`src/rtl/uart_pkg.sv`:
```
// Shared types and constants for the buffered UART send path.
package uart_pkg;

  typedef logic [1:0] tx_state_t;

  localparam tx_state_t ST_IDLE      = 2'd0;
  localparam tx_state_t ST_WAIT_BUSY = 2'd1;
  localparam tx_state_t ST_WAIT_DONE = 2'd2;

  localparam int MODE_STREAM = 0;
  localparam int MODE_BATCH  = 1;

  localparam logic [7:0] TERM_DEFAULT = 8'h0D;

  function automatic logic [7:0] sat_add8(input logic [7:0] a, input logic [7:0] b);
    logic [8:0] sum;
    sum = {1'b0, a} + {1'b0, b};
    return sum[8] ? 8'hFF : sum[7:0];
  endfunction

endpackage

```
`src/rtl/uart_send_queue_if.sv`:
```
// Producer/transmitter-facing signal bundle of uart_send_queue.
interface uart_send_queue_if #(
  parameter int DATA_W = 8,
  parameter int NUM_CH = 2,
  parameter int DEPTH  = 16
);
  localparam int CNT_W = $clog2(DEPTH + 1);

  logic [NUM_CH*DATA_W-1:0] src_data;
  logic [NUM_CH-1:0]        src_valid;
  logic                     flush;
  logic                     tx_busy;
  logic [DATA_W-1:0]        tx_data;
  logic                     tx_start;
  logic [CNT_W-1:0]         count;
  logic                     full;
  logic                     empty;
  logic [7:0]               drop_cnt;

  modport master (
    output src_data, src_valid, flush, tx_busy,
    input  tx_data, tx_start, count, full, empty, drop_cnt
  );

  modport slave (
    input  src_data, src_valid, flush, tx_busy,
    output tx_data, tx_start, count, full, empty, drop_cnt
  );
endinterface

```
`src/rtl/sync_fifo.sv`:
```
// Single-clock FIFO with registered count/full/empty and same-cycle push+pop.
module sync_fifo #(
  parameter int DATA_W = 8,
  parameter int DEPTH  = 16,
  parameter int CNT_W  = $clog2(DEPTH + 1)
) (
  input  logic              clk,
  input  logic              rst_n,
  input  logic              push,
  input  logic [DATA_W-1:0] push_data,
  input  logic              pop,
  output logic [DATA_W-1:0] head,
  output logic [CNT_W-1:0]  count,
  output logic              full,
  output logic              empty
);
  localparam int PTR_W = $clog2(DEPTH);

  logic [DATA_W-1:0] mem_r [DEPTH];
  logic [PTR_W-1:0]  wr_ptr_r;
  logic [PTR_W-1:0]  rd_ptr_r;
  logic [CNT_W-1:0]  count_r;
  logic              full_r;
  logic              empty_r;
  logic              push_ok_s;
  logic              pop_ok_s;
  logic [CNT_W-1:0]  count_next_s;

  // A full FIFO still accepts a write when the head leaves in the same cycle.
  always_comb begin
    pop_ok_s     = pop && !empty_r;
    push_ok_s    = push && (!full_r || pop_ok_s);
    count_next_s = count_r + CNT_W'(push_ok_s) - CNT_W'(pop_ok_s);
  end

  // Storage write port.
  always_ff @(posedge clk) begin
    if (push_ok_s) begin
      mem_r[wr_ptr_r] <= push_data;
    end
  end

  // Pointers and occupancy flags.
  always_ff @(posedge clk) begin
    if (!rst_n) begin
      wr_ptr_r <= '0;
      rd_ptr_r <= '0;
      count_r  <= '0;
      full_r   <= 1'b0;
      empty_r  <= 1'b1;
    end else begin
      wr_ptr_r <= push_ok_s ? wr_ptr_r + PTR_W'(1) : wr_ptr_r;
      rd_ptr_r <= pop_ok_s  ? rd_ptr_r + PTR_W'(1) : rd_ptr_r;
      count_r  <= count_next_s;
      full_r   <= (count_next_s == CNT_W'(DEPTH));
      empty_r  <= (count_next_s == '0);
    end
  end

  assign head  = mem_r[rd_ptr_r];
  assign count = count_r;
  assign full  = full_r;
  assign empty = empty_r;
endmodule

```
`src/rtl/uart_send_queue.sv`:
```
// Multi-source byte queue feeding the uart transmitter: fixed-priority
// arbitration, drop accounting, optional batch release and a drain FSM.
module uart_send_queue
  import uart_pkg::*;
#(
  parameter int               DATA_W   = 8,
  parameter int               DEPTH    = 16,
  parameter int               NUM_CH   = 2,
  parameter int               MODE     = MODE_STREAM,
  parameter logic [DATA_W-1:0] TERM    = DATA_W'(TERM_DEFAULT),
  parameter int               BUSY_TMO = 4
) (
  input  logic          clk,
  input  logic          rst_n,
  uart_send_queue_if.slave bus
);
  localparam int CNT_W = $clog2(DEPTH + 1);
  localparam int PC_W  = $clog2(NUM_CH + 1);
  localparam int TMO_W = $clog2(BUSY_TMO + 1);

  logic [DATA_W-1:0] cand_data_s;
  logic              any_valid_s;
  logic [PC_W-1:0]   req_cnt_s;
  logic [PC_W-1:0]   drops_s;
  logic              push_s;
  logic              pop_s;
  logic              eligible_s;
  logic [CNT_W-1:0]  count_s;
  logic [CNT_W-1:0]  count_next_s;
  logic              full_s;
  logic              empty_s;
  logic [DATA_W-1:0] head_s;

  tx_state_t         state_r;
  logic [TMO_W-1:0]  timer_r;
  logic [DATA_W-1:0] tx_data_r;
  logic              tx_start_r;
  logic [CNT_W-1:0]  rel_cnt_r;
  logic [7:0]        drop_cnt_r;

  // Scan from the top channel down so the lowest asserting index wins.
  always_comb begin
    cand_data_s = '0;
    any_valid_s = 1'b0;
    req_cnt_s   = '0;
    for (int i = NUM_CH - 1; i >= 0; i--) begin
      cand_data_s = bus.src_valid[i] ? bus.src_data[i*DATA_W +: DATA_W] : cand_data_s;
      any_valid_s = any_valid_s | bus.src_valid[i];
      req_cnt_s   = req_cnt_s + PC_W'(bus.src_valid[i]);
    end
  end

  // Pop/push decisions; released bytes are always the oldest ones.
  always_comb begin
    eligible_s   = (MODE == MODE_STREAM) ? 1'b1 : (rel_cnt_r != '0);
    pop_s        = (state_r == ST_IDLE) && !empty_s && eligible_s && !bus.tx_busy;
    push_s       = any_valid_s && (!full_s || pop_s);
    drops_s      = req_cnt_s - PC_W'(push_s);
    count_next_s = count_s + CNT_W'(push_s) - CNT_W'(pop_s);
  end

  sync_fifo #(
    .DATA_W (DATA_W),
    .DEPTH  (DEPTH),
    .CNT_W  (CNT_W)
  ) u_fifo (
    .clk       (clk),
    .rst_n     (rst_n),
    .push      (push_s),
    .push_data (cand_data_s),
    .pop       (pop_s),
    .head      (head_s),
    .count     (count_s),
    .full      (full_s),
    .empty     (empty_s)
  );

  // Saturating dropped-request counter.
  always_ff @(posedge clk) begin
    if (!rst_n) begin
      drop_cnt_r <= 8'd0;
    end else begin
      drop_cnt_r <= sat_add8(drop_cnt_r, 8'(drops_s));
    end
  end

  // Batch release: flush or an accepted terminator releases everything queued.
  always_ff @(posedge clk) begin
    if (!rst_n || (MODE == MODE_STREAM)) begin
      rel_cnt_r <= '0;
    end else if (bus.flush || (push_s && (cand_data_s == TERM))) begin
      rel_cnt_r <= count_next_s;
    end else if (pop_s) begin
      rel_cnt_r <= rel_cnt_r - CNT_W'(1);
    end else begin
      rel_cnt_r <= rel_cnt_r;
    end
  end

  // Drain FSM; a transmitter that never raises busy is timed out.
  always_ff @(posedge clk) begin
    if (!rst_n) begin
      state_r    <= ST_IDLE;
      timer_r    <= '0;
      tx_data_r  <= '0;
      tx_start_r <= 1'b0;
    end else begin
      tx_start_r <= 1'b0;
      case (state_r)
        ST_IDLE: begin
          if (pop_s) begin
            tx_data_r  <= head_s;
            tx_start_r <= 1'b1;
            timer_r    <= '0;
            state_r    <= ST_WAIT_BUSY;
          end else begin
            state_r <= ST_IDLE;
          end
        end
        ST_WAIT_BUSY: begin
          if (bus.tx_busy) begin
            state_r <= ST_WAIT_DONE;
          end else if (timer_r == TMO_W'(BUSY_TMO - 1)) begin
            state_r <= ST_IDLE;
          end else begin
            timer_r <= timer_r + TMO_W'(1);
          end
        end
        ST_WAIT_DONE: begin
          if (!bus.tx_busy) begin
            state_r <= ST_IDLE;
          end else begin
            state_r <= ST_WAIT_DONE;
          end
        end
        default: begin
          state_r <= ST_IDLE;
        end
      endcase
    end
  end

  assign bus.tx_data  = tx_data_r;
  assign bus.tx_start = tx_start_r;
  assign bus.count    = count_s;
  assign bus.full     = full_s;
  assign bus.empty    = empty_s;
  assign bus.drop_cnt = drop_cnt_r;
endmodule

```
`src/flat_wrapper.sv`:
```
// flat-port wrapper written by rule: the top's interface ports become plain ports
module uart_send_queue_flat import uart_pkg::*;
#(
  parameter int               DATA_W   = 8,
  parameter int               DEPTH    = 16,
  parameter int               NUM_CH   = 2,
  parameter int               MODE     = MODE_STREAM,
  parameter logic [DATA_W-1:0] TERM    = DATA_W'(TERM_DEFAULT),
  parameter int               BUSY_TMO = 4
)
  (clk, rst_n, bus_src_data, bus_src_valid, bus_flush, bus_tx_busy, bus_tx_data, bus_tx_start, bus_count, bus_full, bus_empty, bus_drop_cnt);
  uart_send_queue_if #(.DATA_W(DATA_W), .NUM_CH(NUM_CH), .DEPTH(DEPTH)) bus_i ();
  input  logic clk;
  input  logic rst_n;
  input wire logic [$bits(bus_i.src_data)-1:0] bus_src_data;
  input wire logic [$bits(bus_i.src_valid)-1:0] bus_src_valid;
  input wire logic [$bits(bus_i.flush)-1:0] bus_flush;
  input wire logic [$bits(bus_i.tx_busy)-1:0] bus_tx_busy;
  output wire logic [$bits(bus_i.tx_data)-1:0] bus_tx_data;
  output wire logic [$bits(bus_i.tx_start)-1:0] bus_tx_start;
  output wire logic [$bits(bus_i.count)-1:0] bus_count;
  output wire logic [$bits(bus_i.full)-1:0] bus_full;
  output wire logic [$bits(bus_i.empty)-1:0] bus_empty;
  output wire logic [$bits(bus_i.drop_cnt)-1:0] bus_drop_cnt;
  assign bus_i.src_data = bus_src_data;
  assign bus_i.src_valid = bus_src_valid;
  assign bus_i.flush = bus_flush;
  assign bus_i.tx_busy = bus_tx_busy;
  assign bus_tx_data = bus_i.tx_data;
  assign bus_tx_start = bus_i.tx_start;
  assign bus_count = bus_i.count;
  assign bus_full = bus_i.full;
  assign bus_empty = bus_i.empty;
  assign bus_drop_cnt = bus_i.drop_cnt;
  uart_send_queue #(.DATA_W(DATA_W), .DEPTH(DEPTH), .NUM_CH(NUM_CH), .MODE(MODE), .TERM(TERM), .BUSY_TMO(BUSY_TMO)) u_core (.clk(clk), .rst_n(rst_n), .bus(bus_i));
endmodule
```
`config.mk`:
```
export PLATFORM = sky130hd
export DESIGN_NAME = uart_send_queue_flat
export DESIGN_NICKNAME = d
export VERILOG_FILES = /design/src/rtl/uart_pkg.sv /design/src/rtl/uart_send_queue_if.sv /design/src/rtl/sync_fifo.sv /design/src/rtl/uart_send_queue.sv /design/src/flat_wrapper.sv
export SDC_FILE = /design/constraint.sdc
export NUM_CORES = 1
export LEC_CHECK = 0
export ABC_AREA = 1
export BUFFER_PORTS_ARGS = -buffer_cell sky130_fd_sc_hd__buf_2
export CORE_ASPECT_RATIO = 1.5
export CORE_MARGIN = 1
export CORE_UTILIZATION = 30
export DETAILED_ROUTE_END_ITERATION = 6
export SLEW_MARGIN = 15
export SYNTH_ARGS = -nofsm -noshare
export SYNTH_HDL_FRONTEND = slang
export SYNTH_SLANG_ARGS = --single-unit
```
`constraint.sdc`:
```
create_clock -name clk -period 2.76 [get_ports clk]
set_clock_uncertainty 0.05 [all_clocks]
set_input_delay 0.138 -clock clk [delete_from_list [all_inputs] [get_ports clk]]
set_output_delay 0.138 -clock clk [all_outputs]
set_load 0.02 [all_outputs]
```
## After elaboration in Yosys (flattened, before gate mapping)

Memory sizes are Yosys's and may differ from the RTL's. A register that Yosys moved wholly into a read port is not among the register bits.
Index checks and enable logic that the tools add are counted.

- Word-level logic and storage cells: 59
- Memories kept: 1
- Input bits: 22
- Memory bits (writable): 128
- Register bits after elaboration: 29
- Output and inout bits: 24

Memories:

| memory | words | width | read ports | clocked after memory_dff | wr ports | RTL line | source |
|---|---|---|---|---|---|---|---|
| u_core.u_fifo.mem_r | 16 | 8 | 1 | 1 | 1 | sync_fifo.sv:19 | `logic [DATA_W-1:0] mem_r [DEPTH];` |

- $add $sub $neg: 8
- Bitwise logic cells: 1
- Reductions and logical operators: 17
- Equality and inequality tests: 8
- Muxes and demuxes: 15

Operator list:

| cell | count |
|---|---|
| 8-bit two-way mux | 3 |
| 8-bit by 2-bit adder with 9-bit output | 1 |
| 3-bit two-way mux | 3 |
| 4-bit by 1-bit adder with 4-bit output, second input constant | 2 |
| 2-bit two-way mux | 3 |
| 2-bit != test, second input constant | 3 |
| 2-bit one-hot mux with 3 select lines | 1 |
| 3-bit one-hot mux with 2 select lines | 1 |
| 5-bit by 1-bit adder with 5-bit output | 1 |
| 5-bit == test, second input constant | 1 |
| 1-bit logical AND | 5 |
| 5-bit logical NOT | 1 |
| 5-bit by 1-bit subtractor with 5-bit output | 1 |
| 1-bit logical NOT | 4 |
| 1-bit two-way mux | 4 |
| 2-bit AND reduction | 2 |
| 4-bit AND reduction | 1 |
| 3-bit by 1-bit adder with 3-bit output, second input constant | 1 |
| 3-bit by 2-bit == test with 1-bit output, second input constant | 1 |
| 3-bit by 2-bit != test with 1-bit output, second input constant | 1 |
| 1-bit by 1-bit adder with 2-bit output | 1 |
| 2-bit by 1-bit == test with 1-bit output, second input constant | 1 |
| 2-bit == test, second input constant | 1 |
| 2-bit logical NOT | 1 |
| other kinds (4) | 5 |

## Logic depth before layout (Yosys ltp)

Gate-level depths: netlist of the first run.

- Word-level depth: 9
- Gate-level depth with buffers: 16
- Gate-level depth less buffers: 16

## Cells and area by module

Synthesis of the first run repeated with hierarchy kept, for this count alone.

- Cell total of the unflattened synthesis: 828
- Area, all modules: 7702.4 um^2

By module, submodules not included:

| module | seq. area each (um^2) | cells an instance | times used | area each (um^2) |
|---|---|---|---|---|
| sync_fifo | 4224.1 | 654 | 1 | 6476.2 |
| uart_send_queue | 440.4 | 174 | 1 | 1226.2 |

## Worst setup path after synthesis of the first run

OpenSTA, ideal clock, no wires.

- Path type: register to register
- From: register u_core.state_r[0]
- To: register u_core.drop_cnt_r[5], in the netlist u_core.bus.drop_cnt[5]
- Setup time: 115 ps
- Required time: 2595 ps
- Arrival time: 2514 ps
- Setup slack: 81 ps
- Stages on the path, launching flop included: 16
- Buffers on the path: 0
- Period minus slack after synthesis: 2679 ps
- Path through: dfxtp_1 -> inv_1 -> ha_1 -> nand2_2 -> a22oi_4 -> ha_1 -> inv_1 -> ha_1 -> ha_1 -> fa_1 -> nand3_1 -> nor3b_2 -> nand3_2 -> nand2_1 -> o21ai_0 -> inv_1

- Cells in the longest elaborated chain, start to end: 8

RTL lines:

| item | RTL line | source |
|---|---|---|
| start: declaration | uart_send_queue.sv:34 | `tx_state_t state_r;` |
| start signal: assignment | uart_send_queue.sv:103 | `state_r <= ST_IDLE;` |
| start signal: assignment | uart_send_queue.sv:115 | `state_r <= ST_WAIT_BUSY;` |
| start signal: assignment | uart_send_queue.sv:117 | `state_r <= ST_IDLE;` |
| 2-bit logical NOT | uart_send_queue.sv:56 | `pop_s = (state_r == ST_IDLE) && !empty_s && eligible_s && !bus.tx_busy;` |
| 1-bit logical AND (2 in a row) | uart_send_queue.sv:56 |  |
| 1-bit logical OR | uart_send_queue.sv:57 | `push_s = any_valid_s && (!full_s \|\| pop_s);` |
| 1-bit logical AND | uart_send_queue.sv:57 |  |
| 2-bit by 1-bit subtractor with 2-bit output | uart_send_queue.sv:58 | `drops_s = req_cnt_s - PC_W'(push_s);` |
| 8-bit by 2-bit adder with 9-bit output | uart_pkg.sv:17 | `sum = {1'b0, a} + {1'b0, b};` |
| 8-bit two-way mux | uart_pkg.sv:18 | `return sum[8] ? 8'hFF : sum[7:0];` |
| end signal: assignment | uart_send_queue.sv:83 | `drop_cnt_r <= sat_add8(drop_cnt_r, 8'(drops_s));` |
| end: declaration | uart_send_queue.sv:39 | `logic [7:0] drop_cnt_r;` |

No other way between the ends.
A chain may end at the register's enable or synchronous reset.

## Worst setup path after layout of the first run

- From: register u_core.state_r[1]
- To: register u_core.drop_cnt_r[2], in the netlist u_core.bus.drop_cnt[2]

Same word-level chain as after synthesis.

==> metrics.txt, run 1 <==
Ant. Diodes=0; CP peak stage delay=0.33 ns; most frequent cells in the layout=246 x nand2_1, 128 x edfxtp_1, 108 x nand3_1; part of the cycle the worst path needs=94.6%; Final Net Count=884; total I/O pin count=46; outcome=complete, no violations; worst-path cell chain=inv_2 -> ha_4 -> nand2_4 -> a22oi_4 -> ha_4 -> inv_1 -> ha_4 -> xor2_4 -> fa_2 -> nand3_4 -> nor3b_4 -> nand3_2 -> buf_6 -> a21oi_1; startpoint class of the critical path=flip-flop; first-pass GRT wire length=26300 um; f_max=383 MHz; die width=130 um; Clock Path Buffers=2; Worst VDD drop=667 uV; Slew @ Worst Pin=0.922 ns; delay-heaviest family, CP=adder cells; post-DP HPWL=11000 um; Setup crit end kind=flip-flop; CTS tree=done; First DRT Iteration DRCs=226; H-tree depth=4; Worst Path Max Fanout=4; Initial Util=30.4%; Mapped Nets=820; vias in the first global route=5118; final WL=16900 um; LEAKAGE=3.86 nW; Sink Count=165; final setup vio count=0; CP bufs+invs=3; library cells used by synthesis=28; synthesis-stage register bit count=165; commonest non-fill, non-tap cell in the layout=nand2_1; Root Buffer=clkbuf_16; Syn. warnings=0; Setup CP Type=flip-flop to flip-flop; Remaining DRCs=0; cell count after synthesis=777; Cell Pwr Density=847 nW/um2; Place WS=0.00618 ns; layout cells sized above 1=15.2%; Mapped Area=7410 um2; initial antenna violation count=0; Slew HR=38.5%; Critical Path RT=3.06 ns; Placeable Area=24300 um2; total number of vias=5188; GR Overflow Total=0; max-cap viol count=0; # rows=70; detail-routed via count per cell=4.40; register area share after synthesis=61.8%; Finished Cell Area=8870 um2; gpl congestion=0.781; Final Hold Fails=0; most used cell, CP=ha_4; placed inst area=8110 um2; HP Class=input port to flip-flop; Clock transition at path regs=0.07 ns; clk_lat worst skew=0.42 ns; fin crit period=2.61 ns; worst path arrival time=2.91 ns; antenna viol nets, final=0; Mean Syn Cell Area=9.54 um2; total chip power=7.51 mW; full die area=25400 um2; Num CTS Buffers=17; Initial DRT Pass Iterations=5; Die Y=195 um; routed len/inst=14.3 um; worst setup margin=0.150 ns; largest net degree at the start of global routing=66; Slowest-stage cell, CP=dfxtp_2; Pins Over Slew Limit=0; Total GRT Usage=14.1%; port buffer count=44; area grow syn2layout=19.7%
report_power, final:
group          total [mW]  leakage, nW  internal (mW)  switching [mW]
sequential           3.08         1.48           2.94           0.137
clock                2.49        0.296           1.52           0.965
combinational        1.95         2.08          0.666            1.28
cell families (layout without fill, tap and decap cells):
logic type	Yosys count	after routing	share of synthesized area (%)
AO/OA/AOI/OAI	32	32	2.41
buffers and inverters	140	217	8.03
adder cells (fa/ha/maj)	21	21	3.75
XOR/XNOR	8	8	0.945
flip-flops	165	165	61.8
AND/OR/NAND/NOR	411	411	23.0
worst reg2reg max path, cell delays in order, from the launching register on:
cell and delay [ns]:
dfxtp_2 0.33, inv_2 0.08, ha_4 0.15, nand2_4 0.06
a22oi_4 0.21, ha_4 0.23, inv_1 0.10, ha_4 0.17
xor2_4 0.17, fa_2 0.27, nand3_4 0.09, nor3b_4 0.23
nand3_2 0.14, buf_6 0.15, a21oi_1 0.11
final cells by class:
class | instances | area (um2)
clock buffer | 17 | 425
sequential | 165 | 4590
fill | 2505 | 15500
tap | 324 | 405
multi-input combinational | 472 | 2350
inverter | 108 | 405
clock inverter | 15 | 204
timing repair buffer | 77 | 499
per-stage QoR:
step	std cells	util, %	setup TNS [ns]	hold slack (ns)
5_1_grt	1178	36.4	-0.0344	0.0487
2_1_floorplan	777	-	0	0.226
4_1_cts	1177	36.0	0	0.0400
3_5_place_dp	1144	33.3	0	0.405
6_report	1178	36.4	0	0.0440
3_3_place_gp	1144	33.3	0	0.397
layer usage:
| metal | track usage [%] | up-vias | routed length (um) |
|---|---|---|---|
| li1 | - | 2635 | - |
| met1 | 14.4 | 2403 | 6440 |
| met2 | 26.6 | 125 | 9260 |
| met3 | 2.37 | 25 | 601 |
| met4 | 7.62 | 0 | 559 |
| met5 | 0 | - | 0 |
sequential cells by signal, indices dropped and copies added, names as in the netlist:
| register | cells |
|---|---|
| u_core.bus.tx_start | 1 |
| u_core.bus.drop_cnt | 8 |
| u_core.bus.tx_data | 8 |
| u_core.u_fifo.rd_ptr_r | 4 |
| u_core.timer_r | 3 |
| u_core.u_fifo.wr_ptr_r | 4 |
| u_core.u_fifo.mem_r | 128 |
| u_core.u_fifo.count | 5 |
| u_core.state_r | 2 |
| u_core.u_fifo.full | 1 |
| u_core.u_fifo.empty | 1 |
Yosys cell counts:
library cell / instances / area share (%)
nand3_1: 109 / 7.4
a21boi_0: 1 / 0.10
nor2_1: 49 / 2.5
fa_1: 2 / 0.54
o21ai_0: 11 / 0.74
clkinv_1: 2 / 0.10
nand3_2: 1 / 0.14
xnor2_1: 2 / 0.24
a21oi_1: 17 / 1.1
dfxtp_1: 37 / 10
nor3b_1: 1 / 0.10
buf_4: 11 / 1.1
xor2_1: 6 / 0.71
nand2_1: 246 / 12
nor3_1: 2 / 0.14
nand3b_1: 1 / 0.10
nor3b_2: 1 / 0.17
nand2_2: 1 / 0.084
buf_6: 2 / 0.30
edfxtp_1: 128 / 52
inv_2: 3 / 0.15
clkbuf_1: 7 / 0.35
buf_2: 11 / 0.74
ha_1: 19 / 3.2
o21ai_1: 2 / 0.14
a22oi_4: 1 / 0.29
buf_1: 1 / 0.051
inv_1: 103 / 5.2
what timing repair did:
| action | in CTS | in global routing |
|---|---|---|
| gates resized for setup | 1 | 23 |
| pin swaps | 0 | 9 |
| endpoints found under the setup margin | 4 | 11 |
| hold buffers | 1 | 0 |
| buffers inserted | 0 | 1 |
| hold endpoints to repair | 1 | 0 |
worst paths after layout:
kind / startpoint / to / slack [ns] / cells past startpoint
setup / recovery: u_core.state_r[1] / u_core.bus.drop_cnt[2] / 0.15 / 14
hold / removal: rst_n / u_core.u_fifo.count[0] / 0.04 / 3
setup reg to reg: u_core.state_r[1] / u_core.bus.drop_cnt[2] / 0.15 / 14
hold reg to reg: u_core.timer_r[2] / u_core.timer_r[2] / 0.41 / 2
Note: power is estimated with default switching activity, not from simulation.
==> run 2, diff against run 1 <==
Settings changed: BUFFER_PORTS_ARGS -buffer_cell sky130_fd_sc_hd__buf_2 to -buffer_cell sky130_fd_sc_hd__buf_4, CORE_UTILIZATION 30 to 45, SETUP_SLACK_MARGIN set to 0.4.
==> run 2 against run 1 <==
First-iteration DRC count is 58% higher. Fmax up 5.4%. Clock power decreased by 3%. Routed wire length is 5.7% higher. Global-route usage is 8.3 points higher. Critical path type unchanged. Highest routed layer unchanged.
==> metrics.txt, run 2 (synthesis gave the netlist of run 1 again) <==
Fillers=1422; CTS tree=done; f_max=404 MHz; port buffer count=44; vias in the first global route=5453; Clock Path Buffers=2; First DRT Iteration DRCs=358; clk_lat worst skew=0.42 ns; Clock transition at path regs=0.07 ns; Root Buffer=clkbuf_16; Initial Util=45.8%; Final Net Count=884; worst r2r src=u_core.state_r[0]; Num CTS Buffers=17; RSZ-0062 raised after global routing=true; layout cells sized above 1=16.2%; Slew @ Worst Pin=0.980 ns; Total Negative Setup Slacks=0 ns; total number of vias=5394; Setup crit end kind=flip-flop; area grow syn2layout=19.2%; LEAKAGE=3.87 nW; register area=4590 um2; Total GRT Usage=22.4%; commonest non-fill, non-tap cell in the layout=nand2_1; Largest register FFs=128; Pins Over Slew Limit=0; footprint of the multi-input gates=2390 um2; max-cap viol count=0; fin crit period=2.48 ns; Slowest-stage cell, CP=fa_2; CP peak stage delay=0.38 ns; Reg2Reg Depth=13; Placeable Area=16200 um2; Sink Count=165; outcome=complete, no violations; Slew HR=34.6%; routed len/inst=16.8 um; full die area=17000 um2; HP Class=input port to flip-flop; Cell Pwr Density=853 nW/um2; startpoint class of the critical path=flip-flop; Final Hold Fails=0; R2R Setup Slk=0.28 ns; Initial DRT Pass Iterations=6; first-pass GRT wire length=28500 um; GR Overflow Total=0; hold_ws=0.119 ns; Worst Path Max Fanout=2; post-DP HPWL=11700 um; final WL=17800 um; largest net degree at the start of global routing=67; Critical Path RT=2.98 ns; antenna viol nets, final=0; part of the cycle the worst path needs=89.7%; gpl congestion=0.838; H-tree depth=4; # rows=57; worst-path cell chain=inv_2 -> ha_4 -> nand2_4 -> a22oi_4 -> ha_4 -> inv_4 -> ha_4 -> ha_4 -> fa_2 -> nand3_4 -> buf_4 -> xor2_1 -> a21oi_2; die width=107 um; total I/O pin count=46; final setup vio count=0; detail-routed via count per cell=5.09; most frequent cells in the layout=246 x nand2_1, 128 x edfxtp_1, 107 x nand3_1; worst path arrival time=2.70 ns; HP Start=bus_tx_busy; WHS Endpoint=u_core.bus.tx_start; Worst R2R End=u_core.bus.drop_cnt[4]; Remaining DRCs=0; Worst VDD drop=531 uV; most used cell, CP=ha_4; Die Y=159 um; Ant. Diodes=0; initial antenna violation count=0; Hold Path Stages=5; most flop-heavy register=u_core.u_fifo.mem_r; Setup CP Type=flip-flop to flip-flop
## run 2: worst max-delay path by stage
stage	from	to	cells past startpoint	slack, ns
floorplan	u_core.state_r[1]	u_core.bus.drop_cnt[5]	15	0.25
global placement	u_core.state_r[1]	u_core.bus.drop_cnt[5]	16	0.24
detailed placement	u_core.state_r[1]	u_core.u_fifo.empty	15	0.11
CTS	u_core.state_r[0]	u_core.u_fifo.empty	15	0.28
global route	u_core.state_r[0]	u_core.u_fifo.empty	15	0.1
finish	u_core.state_r[0]	u_core.bus.drop_cnt[4]	13	0.28
## run 2: critical path, delay by kind of cell (launching register included)
| family | cells | cell delay [ns] |
|---|---|---|
| adder cells (fa/ha/maj) | 5 | 1.12 |
| AO/OA/AOI/OAI | 2 | 0.25 |
| AND/OR/NAND/NOR | 2 | 0.15 |
| buffers and inverters | 3 | 0.24 |
| flip-flops | 1 | 0.33 |
| XOR/XNOR | 1 | 0.18 |
## run 2: through the flow
step	power [mW]	worst slack [ns]	utilization, %	cell area, um2	std cells
finish	7.54	0.283	54.6	8830	1060
global route	7.95	0.0968	54.6	8830	1060
CTS	7.58	0.279	54.5	8820	1059
detailed placement	5.07	0.111	49.9	8070	1018
global placement	5.01	0.241	49.9	8070	1018
floorplan	4.47	0.250	-	7500	777
## run 2: power breakdown
group	total (mW)	leakage, nW	switching [mW]	internal [mW]
registers	3.09	1.48	0.140	2.95
logic	2.04	2.10	1.30	0.747
clock network	2.41	0.293	1.03	1.38
## run 2: area by class of cell
class                           count  area share (%)
Clock buffer                       20            5.42
Tap cell                          206            2.92
Sequential cell                   165            51.9
Multi-Input combinational cell    472            27.0
Inverter                          108            4.65
Clock inverter                     12            1.40
Timing Repair Buffer               77            6.64
## run 2: per-layer routing
metal  global-route usage (%)  up-vias  wire [um]
met5                        0        -          0
met4                     12.2        0        813
met3                     4.22       45        762
met2                     39.3      161       9360
met1                     25.3     2551       6890
li1                         -     2637          -
## run 2: repair_timing
item	in CTS	in global routing
hold buffers	2	0
buffers inserted	7	1
gates resized for setup	14	2
endpoints found under the setup margin	12	12
hold endpoints to repair	4	0
pin swaps	12	4
